## src/rtl/regfile_pkg.sv

```systemverilog
// Shared widths, the hard-wired zero register index and the round-robin helper.
package regfile_pkg;

  localparam int unsigned REG_ADDR_W = 5;
  localparam int unsigned REG_DATA_W = 64;

  // Writes to this index are accepted but never reach the file.
  localparam logic [REG_ADDR_W-1:0] ZERO_REG = 5'd31;

  // Index that follows idx in a ring of n entries.
  function automatic int unsigned rr_next(input int unsigned idx, input int unsigned n);
    return (idx + 1) % n;
  endfunction

endpackage

```

## src/rtl/rr_priority_picker.sv

```systemverilog
// Combinational round-robin picker: the first valid index at or after ptr wins.
module rr_priority_picker #(
  parameter int unsigned NUM_REQ = 2,
  parameter int unsigned PTR_W   = 1
) (
  input  logic [NUM_REQ-1:0] req_valid,
  input  logic [PTR_W-1:0]   ptr,
  output logic [NUM_REQ-1:0] grant,
  output logic [PTR_W-1:0]   grant_idx,
  output logic               any_grant
);

  logic [PTR_W-1:0] cand;

  // Walk ptr, ptr+1, ... (mod NUM_REQ) and keep only the first valid hit.
  always_comb begin
    grant     = '0;
    grant_idx = '0;
    any_grant = 1'b0;
    cand      = '0;
    for (int unsigned k = 0; k < NUM_REQ; k++) begin
      cand = PTR_W'((32'(ptr) + k) % NUM_REQ);
      if (!any_grant && req_valid[cand]) begin
        grant[cand] = 1'b1;
        grant_idx   = cand;
        any_grant   = 1'b1;
      end
    end
  end

endmodule

```

## src/rtl/regfile_write_arbiter.sv

```systemverilog
// Round-robin arbiter for the register file write port with a one-cycle write stage.
module regfile_write_arbiter
  import regfile_pkg::*;
#(
  parameter int unsigned NUM_REQ = 2,
  parameter int unsigned ADDR_W  = REG_ADDR_W,
  parameter int unsigned DATA_W  = REG_DATA_W
) (
  input  logic                      clk,
  input  logic                      reset,
  input  logic                      hold,
  input  logic [NUM_REQ-1:0]        req_valid,
  input  logic [NUM_REQ*ADDR_W-1:0] req_addr,
  input  logic [NUM_REQ*DATA_W-1:0] req_data,
  output logic [NUM_REQ-1:0]        req_ready,
  output logic                      wr_en,
  output logic [ADDR_W-1:0]         wr_addr,
  output logic [DATA_W-1:0]         wr_data,
  output logic                      pend_valid,
  output logic [ADDR_W-1:0]         pend_addr
);

  if (NUM_REQ < 2 || NUM_REQ > 4) begin : g_bad_num_req
    $error("regfile_write_arbiter: NUM_REQ must be within 2..4");
  end

  localparam int unsigned PTR_W = (NUM_REQ > 2) ? 2 : 1;

  logic [PTR_W-1:0]   ptr_q, ptr_d;
  logic [NUM_REQ-1:0] grant;
  logic [PTR_W-1:0]   grant_idx;
  logic               any_grant;
  logic               handshake;
  logic [ADDR_W-1:0]  sel_addr;
  logic [DATA_W-1:0]  sel_data;

  rr_priority_picker #(
    .NUM_REQ (NUM_REQ),
    .PTR_W   (PTR_W)
  ) u_picker (
    .req_valid (req_valid),
    .ptr       (ptr_q),
    .grant     (grant),
    .grant_idx (grant_idx),
    .any_grant (any_grant)
  );

  // Grants are suppressed while frozen or in reset; picker output only reflects valid bits.
  assign handshake = any_grant & ~hold & ~reset;
  assign req_ready = handshake ? grant : '0;
  assign sel_addr  = req_addr[32'(grant_idx) * ADDR_W +: ADDR_W];
  assign sel_data  = req_data[32'(grant_idx) * DATA_W +: DATA_W];

  // Next priority pointer: one past the winner, unchanged when nobody is granted.
  always_comb begin
    ptr_d = ptr_q;
    if (handshake) begin
      ptr_d = PTR_W'(rr_next(32'(grant_idx), NUM_REQ));
    end
  end

  // Priority pointer register.
  always_ff @(posedge clk or posedge reset) begin
    if (reset) begin
      ptr_q <= '0;
    end else begin
      ptr_q <= ptr_d;
    end
  end

  // Write-stage enable and index; zero-register writes are swallowed here.
  always_ff @(posedge clk or posedge reset) begin
    if (reset) begin
      wr_en   <= 1'b0;
      wr_addr <= '0;
    end else if (handshake) begin
      wr_en   <= (sel_addr != ADDR_W'(ZERO_REG));
      wr_addr <= sel_addr;
    end else begin
      wr_en   <= 1'b0;
    end
  end

  // Write-stage data, held when no handshake occurs.
  always_ff @(posedge clk or posedge reset) begin
    if (reset) begin
      wr_data <= '0;
    end else if (handshake) begin
      wr_data <= sel_data;
    end
  end

  assign pend_valid = wr_en;
  assign pend_addr  = wr_addr;

endmodule

```

## config.mk

```make
export PLATFORM = sky130hd
export DESIGN_NAME = regfile_write_arbiter
export DESIGN_NICKNAME = d
export VERILOG_FILES = /design/src/rtl/regfile_pkg.sv /design/src/rtl/rr_priority_picker.sv /design/src/rtl/regfile_write_arbiter.sv
export SDC_FILE = /design/constraint.sdc
export NUM_CORES = 1
export LEC_CHECK = 0
export BUFFER_PORTS_ARGS = -buffer_cell sky130_fd_sc_hd__buf_2
export CAP_MARGIN = 15
export CORE_MARGIN = 2
export CORE_UTILIZATION = 46
export DETAILED_ROUTE_END_ITERATION = 10
export GPL_TIMING_DRIVEN = 0
export PLACE_DENSITY_LB_ADDON = 0.3
export SYNTH_ARGS = -nofsm -noshare
export SYNTH_HDL_FRONTEND = slang
export SYNTH_SLANG_ARGS = --single-unit
```

## constraint.sdc

```tcl
create_clock -name clk -period 5.6 [get_ports clk]
set_clock_uncertainty 0.2 [all_clocks]
set_input_delay 1.12 -clock clk [delete_from_list [all_inputs] [get_ports clk]]
set_output_delay 1.12 -clock clk [all_outputs]
set_load 0.005 [all_outputs]
```

==> metrics.txt <==
Port-buffer cells=219; top cells by area, synth=dfrtp_1 50%, a31oi_1 8.8%, nand3_1 7.3%; fmax=0.277 GHz; crit path capture=req_ready[1]; Vias/cell=5.66; worst slack at placement=2.01 ns; # DRC=0; antenna-violating nets left=0; vias in the first global route=3707; Tmin final=3.60 ns; sw frac=30.4%; Root Driver=clkbuf_8; max_cap viols=0; Fin. Hold Viols=0; final WL=11.7 mm; Data required, critical path=4.28 ns; CTS sink cnt=71; CTS resizes=0; non-filler cells, final=716; IO Pins=221; ANT cells=0; NumNets Final=752; FP Rows=32; Setup Total Neg Slack=0 ns; drt pass-1 iters=4; largest net degree at the start of global routing=72; die area=0.00843 sq mm; GPL Wtd Cong=0.855; critical path type=in2out; synthesized flop and latch total=71; layout cells sized above 1=43.0%; R2R Setup Slk=3.80 ns; Startpoint Class=input port; total global routing overflow=0; area grow syn2layout=40.4%; Hold Crit Class=reg2reg; Die Wd=91.8 microns; fin util=65.5%; cell count after synthesis=379; Sequential Power Share=44.1%; GRT Overall Usage=27.7%; Clk pwr share=28.3%; r2r worst-path depth=4; CTS max path bufs=2; Critical Path End Type=output pin; Synth Warn #=0; Pint=1040 uW; Worst Hold Depth=1; CP arrival=2.28 ns; Gate power share=27.6%; Peak VDD IR=0.138 mV; Core ar.=0.00761 sq mm; setup violators final=0; Die Height=91.8 microns; Lkg Pwr=0.00237 uW; CP startpoint=req_valid[0]; Final Cycle Share=64.4%; reg2reg start=ptr_q; CP Max Fanout=10; worst-margin pin slew=0.861 ns; initial antenna violation count=0; clock slew at reported path FFs=0.07 ns; post-synth cell types=24; Switching Power=456 uW; CTS H-tree lvls=3; PwrDens=301 mW/mm^2; placed cell count=700; leading area contributor after synthesis=dfrtp_1; status=complete, no violations; share of the synthesized area in the top cell type=50.1%; RSZ-0062 raised after global routing=false; hpwl dp=8.54 mm; share of the yosys chip area belonging to registers=50.1%; Routed wire per std cell=16.3 microns; Clk Latency, worst-skew pair=0.34 ns; DRT iter0 DRCs=224; Hold Buf Count CTS=0; initial cell density of the core=46.6%; first-pass GRT wire length=18.7 mm; Worst Slack Setup Final=2.00 ns; CTS tree=yes; via count=4049; Syn Nets=522; number of setup buffers added after CTS=0; mapped cell area=0.00355 sq mm; Avg Cell Area, Syn=9.36 sq um; Slew headroom=42.6%; Final Power=1500 uW; end of the worst register-to-register path=pend_addr[4]; Max Transition Viols Final=0; Num CTS Buffers=9
power by group through the flow:
stage	clock network [uW]	logic [uW]	registers (uW)
3_3_place_gp	0	404	666
5_1_grt	450	460	671
4_1_cts	430	415	659
2_1_floorplan	0	200	673
3_5_place_dp	0	415	666
6_report	424	414	660
routing by layer:
layer	vias up	part of all wire (%)	track usage, %
met5	-	0	0
met4	0	2.8	10.3
met3	31	8.1	4.19
met2	248	48	44.1
met1	1866	41	38.6
li1	1904	-	-
cell usage in the layout, fill, tap and decap left out, types with 11 or more instances in the layout:
cell type / instances
clkbuf_1: 27
a21oi_1: 50
dfrtp_1: 71
clkbuf_8: 11
o21ai_0: 50
a221o_1: 19
nand3_1: 52
buf_2: 234
a31oi_1: 50
a21boi_1: 19
flip-flops by register name (all words and copies together) (netlist names):
signal,count
pend_addr,5
pend_valid,1
ptr_q,1
wr_data,64
per-stage QoR:
stage	hold slack, ns	cell area [sq um]
floorplan	0.256	3550
global placement	0.290	4770
detailed placement	0.295	4770
CTS	0.322	4980
global route	0.358	4980
finish	0.321	4980
how the worst min path moves through the flow:
| stage | start | endpoint | slack (ns) |
|---|---|---|---|
| floorplan | ptr_q | ptr_q | 0.26 |
| global placement | ptr_q | ptr_q | 0.29 |
| detailed placement | ptr_q | ptr_q | 0.30 |
| CTS | ptr_q | ptr_q | 0.32 |
| global route | ptr_q | ptr_q | 0.36 |
| finish | ptr_q | ptr_q | 0.32 |
area by class of cell:
cell class,instances,area [sq um]
clock buffer,11,151
multi-input combinational,254,1500
sequential,71,1780
clock inverter,5,56.3
buffer,52,259
inverter,2,10.0
fill,672,2630
tap,102,128
timing repair buffer,219,1100
kinds of logic (layout without fill, tap and decap cells):
family | after synthesis | after routing | synth area share (%)
DFF | 71 | 71 | 50.1
buffers and inverters | 54 | 289 | 7.51
AOI/OAI and AO/OA | 191 | 191 | 33.3
and+or+nand+nor | 63 | 63 | 9.07
cell usage after synthesis (all sizes together):
cell type   n
a211oi      1
a21boi     19
a21o        1
a21oi      50
a221o      19
a22o        1
a31oi      50
and2b       1
and3        2
buf        25
clkbuf     27
dfrtp      71
inv         2
nand2       1
nand2b      1
nand3      52
nor2        3
nor3        1
o21ai      50
or2         2
worst max-delay path, cell delays in order:
cell,delay [ns]
buf_2,0.12
and2b_1,0.27
nor3_1,0.32
buf_2,0.30
buf_2,0.15
Note: power is estimated with default switching activity, not from simulation.
